$ cat src/rtl/iir_sos_sequencer.sv
`timescale 1ns/1ps
// ---------------------------------------------------------------------------
// iir_sos_sequencer
//
// Sequencer for one Direct Form I biquad:
//    y[n] = b0*x[n] + b1*x[n-1] + b2*x[n-2] + a1*y[n-1] + a2*y[n-2]
// The block time-shares a single external sequential MAC. Each sample takes
// five MAC cycles, one round/saturate cycle, and one or more output cycles.
// The feedback coefficients arrive already negated, so every term is added.
//
// Optional build macro IIR_SOS_SAT_FLAG_EN adds a sticky saturation flag
// output. It is set whenever the output clamp engages and cleared only by rst.
//
// Ports
//    clk, rst           clock, synchronous active-high reset
//    s_valid/s_ready    input sample handshake, s_data = x[n] (Wa, signed)
//    b0,b1,b2,a1,a2     coefficients (Wb, signed, COEF_FRAC fractional bits),
//                       captured only when a sample is accepted
//    mac_en, mac_ld     MAC enable; load (vs accumulate) on the first product
//    mac_a, mac_b       MAC operands (sample/state, coefficient)
//    mac_c              MAC accumulator (48-bit signed, registered in MAC)
//    m_valid/m_ready    output handshake, m_data = y[n] (Wa, signed)
//    sat_flag           sticky clamp indicator (only with IIR_SOS_SAT_FLAG_EN)
// ---------------------------------------------------------------------------
module iir_sos_sequencer #(
   parameter int Wa        = 18,
   parameter int Wb        = 25,
   parameter int COEF_FRAC = 23
) (
   input  logic          clk,
   input  logic          rst,
   input  logic          s_valid,
   output logic          s_ready,
   input  logic [Wa-1:0] s_data,
   input  logic [Wb-1:0] b0,
   input  logic [Wb-1:0] b1,
   input  logic [Wb-1:0] b2,
   input  logic [Wb-1:0] a1,
   input  logic [Wb-1:0] a2,
   output logic          mac_en,
   output logic          mac_ld,
   output logic [Wa-1:0] mac_a,
   output logic [Wb-1:0] mac_b,
   input  logic [47:0]   mac_c,
   output logic          m_valid,
   input  logic          m_ready,
   output logic [Wa-1:0] m_data
`ifdef IIR_SOS_SAT_FLAG_EN
   ,
   output logic          sat_flag
`endif
);

   typedef enum logic [1:0] {IDLE, MAC, ROUND, OUT} state_t;

   typedef struct packed {
      logic [Wb-1:0] b0;
      logic [Wb-1:0] b1;
      logic [Wb-1:0] b2;
      logic [Wb-1:0] a1;
      logic [Wb-1:0] a2;
   } coef_t;

   localparam logic [2:0] LAST_OP = 3'd4;

   // Rounding/saturation is done one bit wider than the accumulator so the
   // half-LSB add cannot wrap for accumulators near +2^47.
   localparam logic signed [48:0] RND_HALF = 49'sd1 <<< (COEF_FRAC - 1);
   localparam logic signed [48:0] Y_MAX    = (49'sd1 <<< (Wa - 1)) - 49'sd1;
   localparam logic signed [48:0] Y_MIN    = -(49'sd1 <<< (Wa - 1));

   state_t        state, state_nxt;
   logic [2:0]    op;
   coef_t         coef;
   logic [Wa-1:0] x0, x1, x2, y1, y2;

   logic signed [48:0] acc_ext, rnd_sum, rnd_shr;
   logic               sat_hi, sat_lo;
   logic [Wa-1:0]      y_sat;

   // ------------------------------------------------------------------
   // Round half-up, arithmetic shift back to integer, clamp to Wa bits.
   // mac_c holds the full five-term sum during ROUND.
   // ------------------------------------------------------------------
   always_comb begin
      acc_ext = {mac_c[47], mac_c};
      rnd_sum = acc_ext + RND_HALF;
      rnd_shr = rnd_sum >>> COEF_FRAC;
      sat_hi  = rnd_shr > Y_MAX;
      sat_lo  = rnd_shr < Y_MIN;
      if (sat_hi)
         y_sat = Y_MAX[Wa-1:0];
      else if (sat_lo)
         y_sat = Y_MIN[Wa-1:0];
      else
         y_sat = rnd_shr[Wa-1:0];
   end

   // ------------------------------------------------------------------
   // State register and datapath registers
   // ------------------------------------------------------------------
   always_ff @(posedge clk) begin
      if (rst) begin
         state  <= IDLE;
         op     <= '0;
         coef   <= '0;
         x0     <= '0;
         x1     <= '0;
         x2     <= '0;
         y1     <= '0;
         y2     <= '0;
         m_data <= '0;
      end else begin
         state <= state_nxt;
         case (state)
            IDLE: begin
               if (s_valid) begin
                  x0   <= s_data;
                  coef <= '{b0: b0, b1: b1, b2: b2, a1: a1, a2: a2};
                  op   <= '0;
               end
            end
            MAC: op <= op + 3'd1;
            ROUND: begin
               m_data <= y_sat;
               x2     <= x1;
               x1     <= x0;
               y2     <= y1;
               y1     <= y_sat;
            end
            default: ;
         endcase
      end
   end

`ifdef IIR_SOS_SAT_FLAG_EN
   always_ff @(posedge clk) begin
      if (rst)
         sat_flag <= 1'b0;
      else if (state == ROUND && (sat_hi || sat_lo))
         sat_flag <= 1'b1;
   end
`endif

   // ------------------------------------------------------------------
   // Next state and outputs. Outputs decode the registered state, so a
   // reset in any state forces mac_en/m_valid low on the following cycle.
   // ------------------------------------------------------------------
   always_comb begin
      state_nxt = state;
      s_ready   = 1'b0;
      mac_en    = 1'b0;
      mac_ld    = 1'b0;
      mac_a     = '0;
      mac_b     = '0;
      m_valid   = 1'b0;
      case (state)
         IDLE: begin
            // Held low while rst is asserted so nothing looks accepted.
            s_ready = !rst;
            if (s_valid)
               state_nxt = MAC;
         end
         MAC: begin
            mac_en = 1'b1;
            mac_ld = (op == 3'd0);
            case (op)
               3'd0:    begin mac_a = x0; mac_b = coef.b0; end
               3'd1:    begin mac_a = x1; mac_b = coef.b1; end
               3'd2:    begin mac_a = x2; mac_b = coef.b2; end
               3'd3:    begin mac_a = y1; mac_b = coef.a1; end
               3'd4:    begin mac_a = y2; mac_b = coef.a2; end
               default: begin mac_a = '0; mac_b = '0;      end
            endcase
            if (op == LAST_OP)
               state_nxt = ROUND;
         end
         ROUND: state_nxt = OUT;
         OUT: begin
            m_valid = 1'b1;
            if (m_ready)
               state_nxt = IDLE;
         end
         default: state_nxt = IDLE;
      endcase
   end

endmodule

$ cat config.mk
export PLATFORM = sky130hd
export DESIGN_NAME = iir_sos_sequencer
export DESIGN_NICKNAME = d
export VERILOG_FILES = /design/src/rtl/iir_sos_sequencer.sv
export SDC_FILE = /design/constraint.sdc
export NUM_CORES = 1
export LEC_CHECK = 0
export ABC_CLOCK_PERIOD_IN_PS = 3200
export BUFFER_PORTS_ARGS = -buffer_cell sky130_fd_sc_hd__buf_2
export CAP_MARGIN = 15
export CORE_ASPECT_RATIO = 1.25
export CORE_MARGIN = 3
export CORE_UTILIZATION = 45
export DETAILED_ROUTE_END_ITERATION = 10
export PLACE_DENSITY_LB_ADDON = 0.2
export SLEW_MARGIN = 20
export SYNTH_ARGS = -nofsm -noshare
export SYNTH_HDL_FRONTEND = slang
export SYNTH_SLANG_ARGS = --single-unit
$ cat constraint.sdc
create_clock -name clk -period 3.2 [get_ports clk]
set_clock_uncertainty 0.1 [all_clocks]
set_input_delay 0.64 -clock clk [delete_from_list [all_inputs] [get_ports clk]]
set_output_delay 0.64 -clock clk [all_outputs]
set_load 0.005 [all_outputs]
**Yosys cells after proc, flatten, opt, wreduce, memory -nomap -nowiden**

Index checks and enable logic that the tools add are counted.
W data, S select, Z words.

- Bits in registers: 220
- Input bits: 195
- Output and inout bits: 65
- Logic and storage cells: 49

- Add/sub/neg operators: 2
- Magnitude comparators: 2
- Eq/ne operators: 10
- Mux-type cells: 16
- Reduce and logical (&&, ||, !) cells: 7

Operator list:

| kind | number |
|---|---|
| $pmux W25 S5 | 1 |
| $pmux W18 S5 | 1 |
| $mux W18 | 3 |
| $add A48 B24 Y49 const B | 1 |
| $gt A26 B18 Y1 const B | 1 |
| $lt A26 B18 Y1 const B | 1 |
| $mux W25 | 1 |
| $pmux W2 S4 | 1 |
| $eq A3 B2 Y1 const B | 2 |
| $mux W2 | 3 |
| $ne A2 B2 Y1 const B | 3 |
| $pmux W3 S2 | 1 |
| $eq A2 B2 Y1 const B | 2 |
| $mux W1 | 4 |
| $reduce_and A2 Y1 | 2 |
| $add A3 B1 Y3 const B | 1 |
| $eq A3 B1 Y1 const B | 1 |
| $eq A3 B3 Y1 const B | 1 |
| $logic_not A3 Y1 | 1 |
| $mux W3 | 1 |
| $reduce_and A3 Y1 | 1 |
| $eq A2 B1 Y1 const B | 1 |
| $logic_not A2 Y1 | 1 |
| $reduce_bool A2 Y1 | 1 |
| $logic_not A1 Y1 | 1 |

**Logic depth before layout (Yosys ltp)**

Gate-level depths: netlist of the first run.

- Word-level depth: 4
- Depth in mapped cells: 9

**Worst setup path before layout of the first run**

OpenSTA, ideal clock, no wires.

- Path kind: register to output
- From: register op[2]
- To: output port mac_a[11]
- Arrival time: 2209 ps
- Required time: 2460 ps
- Path slack: 251 ps
- Cell stages (with the launch flop): 8
- Path buffers: 3
- Path through: dfxtp_1 -> inv_1 -> clkbuf_1 -> ha_1 -> clkbuf_1 -> o41ai_1 -> clkbuf_1 -> a21oi_1

- Cells in the longest elaborated chain, start to end: 3

RTL lines:

| item | RTL line | source |
|---|---|---|
| start: declaration | 73 | `logic [2:0] op;` |
| start signal: assignment | 123 | `MAC: op <= op + 3'd1;` |
| $eq A3 B3 Y1, or another cell as far along | 167 | `case (op)` |
| $pmux W18 S5 * | 167 |  |
| $mux W18 * | 157 | `case (state)` |
| end: declaration | 42 | `output logic [Wa-1:0] mac_a,` |

Mark *: on every way between the ends. The rest lies on a longest branch, timed or not.

**Worst setup path in the final report of the first run**

- From: register op[0]
- To: output port mac_a[13]

Same word-level chain as after synthesis.

==> metrics, run 1 <==
Synth async-reset ratio 0; Cells after Synth 1,199; grt total ovfl 0; Worst Setup End Kind output port; Pre-antenna DRT Iters 7; most area-consuming cells after synthesis dfxtp_1, nand2_1, a21oi_1, mux2i_1, a22oi_1; global-route wire length before repair 45,600 um; initial core utilization 0.462; Post-Route WL 30,100 um; Longest Clk Path Bufs 3; GP Congestion 0.890; Synth Warn # 0; final std cells w/o fill 1,698; Leakage Power 4.73 nW; Final Hold Fails 0; initial antenna violation count 2; I/O Buffers 237; # fillers 2,010; clock latency on the worst-skew pair 0.50 ns; Synth Net Count 1,404; count leader, synth nand2_1; vias in the first global route 8,661; root buffer cell clkbuf_16; status complete, no violations; DR WL/cell 17.7 um; placed cell count 1,652; FP Rows 59; Post-synth EDFFs 0; Final ANT Viol Nets 0; r2r worst-path depth 6; post-layout minimum cycle time 3.10 ns; Die Ht 170 um; synth cell count leaders nand2_1, dfxtp_1, a21oi_1; fmax 322 MHz; Syn Std Cell Area 9690 um^2; clock sinks 220; Least-Margin Pin Slew 0.734 ns; setup ws final 0.0973 ns; Storage cell area 4410 um^2; I/O pin cnt 260; pin count of the biggest net entering global routing 134; Critical Path Fanout Max 9; predominant post-synthesis flop cell dfxtp_1; Final setup viols 0; CTS tree built; part of the cycle the worst path needs 0.970; DIE WIDTH 137 um; Die ar. 23,300 um^2; Cell variety after synth 53; multi-input combinational cell area 4920 um^2; post-synth top area cell dfxtp_1; Clock transition at path regs 0.06 ns; TritonCTS Buffers 23; Max VDD drop 0.000571 V; via/cell ratio 5.43; # DRC 0; share of layout cells above drive strength 1 0.252; area delta synth->final 24.0%; via count 9,212; core area 21,000 um^2; fin util 0.573; Hold Crit Class input port to flip-flop; Final HPWL DP 21,200 um; Worst Setup Start Kind flip-flop; CP arrival 2.36 ns; H-tree levels 1; Synth top area share 0.455; average size of a mapped cell 8.08 um^2; cell area after layout 12,000 um^2; Req. time, crit path 2.46 ns; sequential share of the synthesized area 0.455; GRT Total Usage 0.245; Hold Path Stages 3; Max-slew headroom 0.511; Layout Nets 1,613; Max Cap Viol 0; critical path class flip-flop to output port; post-place instance area 11,200 um^2; Max Slew Vio Count 0; Iter 0 DRT Violations 510; pwr dens 764 nW/um^2; DP Worst Slack 0.310 ns; synthesis-stage register bit count 220
layout make-up:
cell class | instances | area share
inverters | 8 | 0.00250
flip-flops and latches | 220 | 0.367
clock buffers | 33 | 0.0544
repair buffers | 280 | 0.133
multi-input cells | 875 | 0.409
diodes | 1 | 0.000208
well taps | 274 | 0.0285
clock inverters | 7 | 0.00542
layer usage:
layer	part of all wire	wire, um	global-route usage
met3	0.080	2400	0.0535
met5	0.00047	14	0
met1	0.38	11600	0.287
met2	0.50	15000	0.434
met4	0.038	1160	0.0929
state kept, by name, indices dropped and copies added, names as in the netlist:
register,flops
coef,125
op,3
state,2
x0,18
x1,18
x2,18
y1,18
y2,18
through the flow:
step,total power [mW],setup TNS (ns),hold slack (ns)
after CTS,9.16,-0.203,0.260
final,9.18,0,0.275
after floorplan,5.41,0,0.336
after detailed placement,6.59,0,0.346
after global routing,9.72,-0.000833,0.261
after global placement,6.54,0,0.342
report_power, final:
part	switching, mW	internal (mW)
Combinational	1.88	1.17
Sequential	0.348	3.22
Clock	1.07	1.50
Total	3.30	5.88
worst paths after layout:
kind / start / endpoint / slack (ns)
hold reg to reg: coef[103] / coef[103] / 0.35
setup / recovery: op[0] / mac_a[13] / 0.1
setup reg to reg: state[0] / coef[49] / 0.95
hold / removal: a2[6] / coef[6] / 0.27
kinds of logic after synthesis:
kind of cell             after synthesis  synth area share
AND/OR/NAND/NOR                      484             0.207
AO/OA/AOI/OAI                        305             0.205
flip-flops                           220             0.455
buffers and inverters                104            0.0452
multiplexers                          57            0.0590
XOR/XNOR                              19            0.0172
adder cells (fa/ha/maj)               10            0.0129
cells in the final DEF, fill, tap and decap left out, types with 3 or more instances in the layout:
cell type  Yosys  final
a31oi_1       28     28
clkbuf_8       1      5
nand4_1        7      7
clkinv_2       0      4
nor3_1         4      4
xnor2_1       11     11
nand2_1      347    346
nor2b_4        0      3
a211oi_1       8      8
dfxtp_1      220    218
buf_2          0    236
a211oi_2      10     10
clkbuf_16      0     23
mux2i_1       56     56
a222oi_1      15     15
xor2_1         8      8
ha_1          10      8
nor2_1        84     84
a22oi_1       56     56
a22o_1        15     15
inv_1          8      8
nand2_2       10     10
buf_6          2      4
a21oi_1      162    162
clkbuf_1      78      6
nand3_1        7      7
buf_4          0     33
buf_12         0      5
critical path, stage by stage, from the launching register on:
cell      delay [ns]
dfxtp_2         0.36
inv_1           0.06
ha_1            0.21
nor2b_4         0.15
o41ai_4         0.43
buf_4           0.23
clkbuf_4        0.21
a31oi_1         0.07
buf_2           0.14
timing repair:
item | CTS | global route
resized for setup | 1 | 12
endpoints found under the setup margin | 14 | 43
cloned | 0 | 2
pin swaps | 0 | 1
hold buffers | 0 | 0
setup buffers | 0 | 4
Note: power is estimated with default switching activity, not from simulation.
==> inputs of run 2 (changes only) <==
- MAX_ROUTING_LAYER: unset -> met4
- TNS_END_PERCENT: unset -> 100
==> run 2 against run 1 <==
  * Total power about the same
  * Clock power about the same
  * Worst setup slack better by 0.0040 ns
  * Critical path type unchanged
  * Largest cell class unchanged
  * Highest routed layer is now met4
==> metrics, run 2 (synthesized netlist as in run 1, its figures left out) <==
cell area after layout 12,000 um^2; Worst path slowest cell o41ai_4; via/cell ratio 5.42; area delta synth->final 24.0%; initial antenna violation count 2; post-layout minimum cycle time 3.10 ns; part of the cycle the worst path needs 0.968; global-route wire length before repair 45,600 um; I/O pin cnt 260; share of layout cells above drive strength 1 0.252; Req. time, crit path 2.46 ns; root buffer cell clkbuf_16; most common cell after layout, fill and taps aside nand2_1; TritonCTS Buffers 23; Final setup viols 0; commonest cells after routing, fill and taps aside nand2_1, buf_2, dfxtp_1, a21oi_1, nor2_1; sequential power share 0.389; Max VDD drop 0.000569 V; RSZ-0062 raised after global routing no; clock latency on the worst-skew pair 0.49 ns; I/O Buffers 237; Switch Pwr 3.29 mW; delay-heaviest family, CP buffers and inverters; Longest Clk Path Bufs 3; core area 21,000 um^2; initial core utilization 0.462; max reg flops 125; DIE WIDTH 137 um; GP Congestion 0.905; Leakage Power 4.73 nW; worst path buffer plus inverter count 4; placed cell count 1,652; post-place instance area 11,200 um^2; part of the power in the clock network 0.279; Cell Int Power 5.88 mW; worst-path cell chain inv_1, ha_1, nor2b_4, o41ai_4, buf_4, clkbuf_4, a31oi_1, buf_2; multi-input combinational cell area 4920 um^2; largest reg by FF count coef; Iter 0 DRT Violations 563; Final HPWL DP 21,200 um; Clock transition at path regs 0.06 ns; Die Ht 170 um; Max Slew Vio Count 0; Sw Ratio 0.359; Comb pwr share 0.332; critical path class flip-flop to output port; Post-Route WL 30,000 um; FP Rows 59; # DRC 0; GRT Total Usage 0.253; Max Cap Viol 0; Max-slew headroom 0.500; total power 9.17 mW; vias in the first global route 8,680; CP arrival 2.36 ns; Worst path max stage delay 0.43 ns; H-tree levels 1; CTS tree built; Worst Setup End Kind output port; Worst Setup Start Kind flip-flop; status complete, no violations; DR WL/cell 17.7 um; Layout Nets 1,613; Final ANT Viol Nets 0; Pre-antenna DRT Iters 6; via count 9,202; Die ar. 23,300 um^2; # fillers 2,011; Critical Path Fanout Max 9; Hold Crit Class input port to flip-flop; Least-Margin Pin Slew 0.750 ns; grt total ovfl 0; fin util 0.573; pin count of the biggest net entering global routing 134; Final Hold Fails 0; clock sinks 220; final std cells w/o fill 1,699; pwr dens 763 nW/um^2; hold buffer count at CTS 0; fmax 323 MHz; Storage cell area 4410 um^2
==> run 2: through the flow <==
step / TNS [ns] / worst slack, ns / hold WS, ns
global placement: 0 / 0.375 / 0.342
CTS: -0.203 / -0.0363 / 0.260
global route: 0 / 0.00585 / 0.261
finish: 0 / 0.101 / 0.278
floorplan: 0 / 0.251 / 0.336
detailed placement: 0 / 0.310 / 0.346
==> run 2: what timing repair did <==
item,4_1_cts,5_1_grt
pin swaps,0,1
gates cloned,0,2
gates resized for setup,1,12
setup endpoints to repair,14,43
buffers inserted,0,4
==> run 2: layout make-up <==
cell class / count / share of cell area
Clock inverter: 7 / 0.00542
Antenna cell: 2 / 0.000417
Tap cell: 274 / 0.0285
Clock buffer: 33 / 0.0544
Timing Repair Buffer: 280 / 0.133
Sequential cell: 220 / 0.367
Multi-Input combinational cell: 875 / 0.409
Inverter: 8 / 0.00250
==> run 2: power groups by stage <==
stage	clock network [mW]	registers (mW)	logic, mW
floorplan	0	3.51	1.89
global placement	0	3.62	2.92
detailed placement	0	3.63	2.96
CTS	2.62	3.57	2.97
global route	2.73	3.62	3.36
finish	2.56	3.57	3.04
==> run 2: path summary, 6_finish.rpt <==
path / from / to / slack [ns] / depth (start not counted)
max: op[0] / mac_a[13] / 0.10 / 8
min: a2[6] / coef[6] / 0.28 / 3
max reg2reg: state[0] / coef[49] / 0.96 / 6
min reg2reg: coef[103] / coef[103] / 0.35 / 2
==> run 2: layer usage <==
metal | up-vias | part of all wire | track usage
met5 | - | 0 | -
met3 | 48 | 0.071 | 0.0529
met1 | 4315 | 0.39 | 0.289
met2 | 291 | 0.50 | 0.438
met4 | 0 | 0.033 | 0.0868
li1 | 4548 | - | -
==> run 2: tightest hold or removal path: cells and delay by family <==
| kind | cells | cell delay, ns |
|---|---|---|
| compound gates | 1 | 0.05 |
| simple gates | 1 | 0.04 |
| buf+inv | 1 | 0.10 |
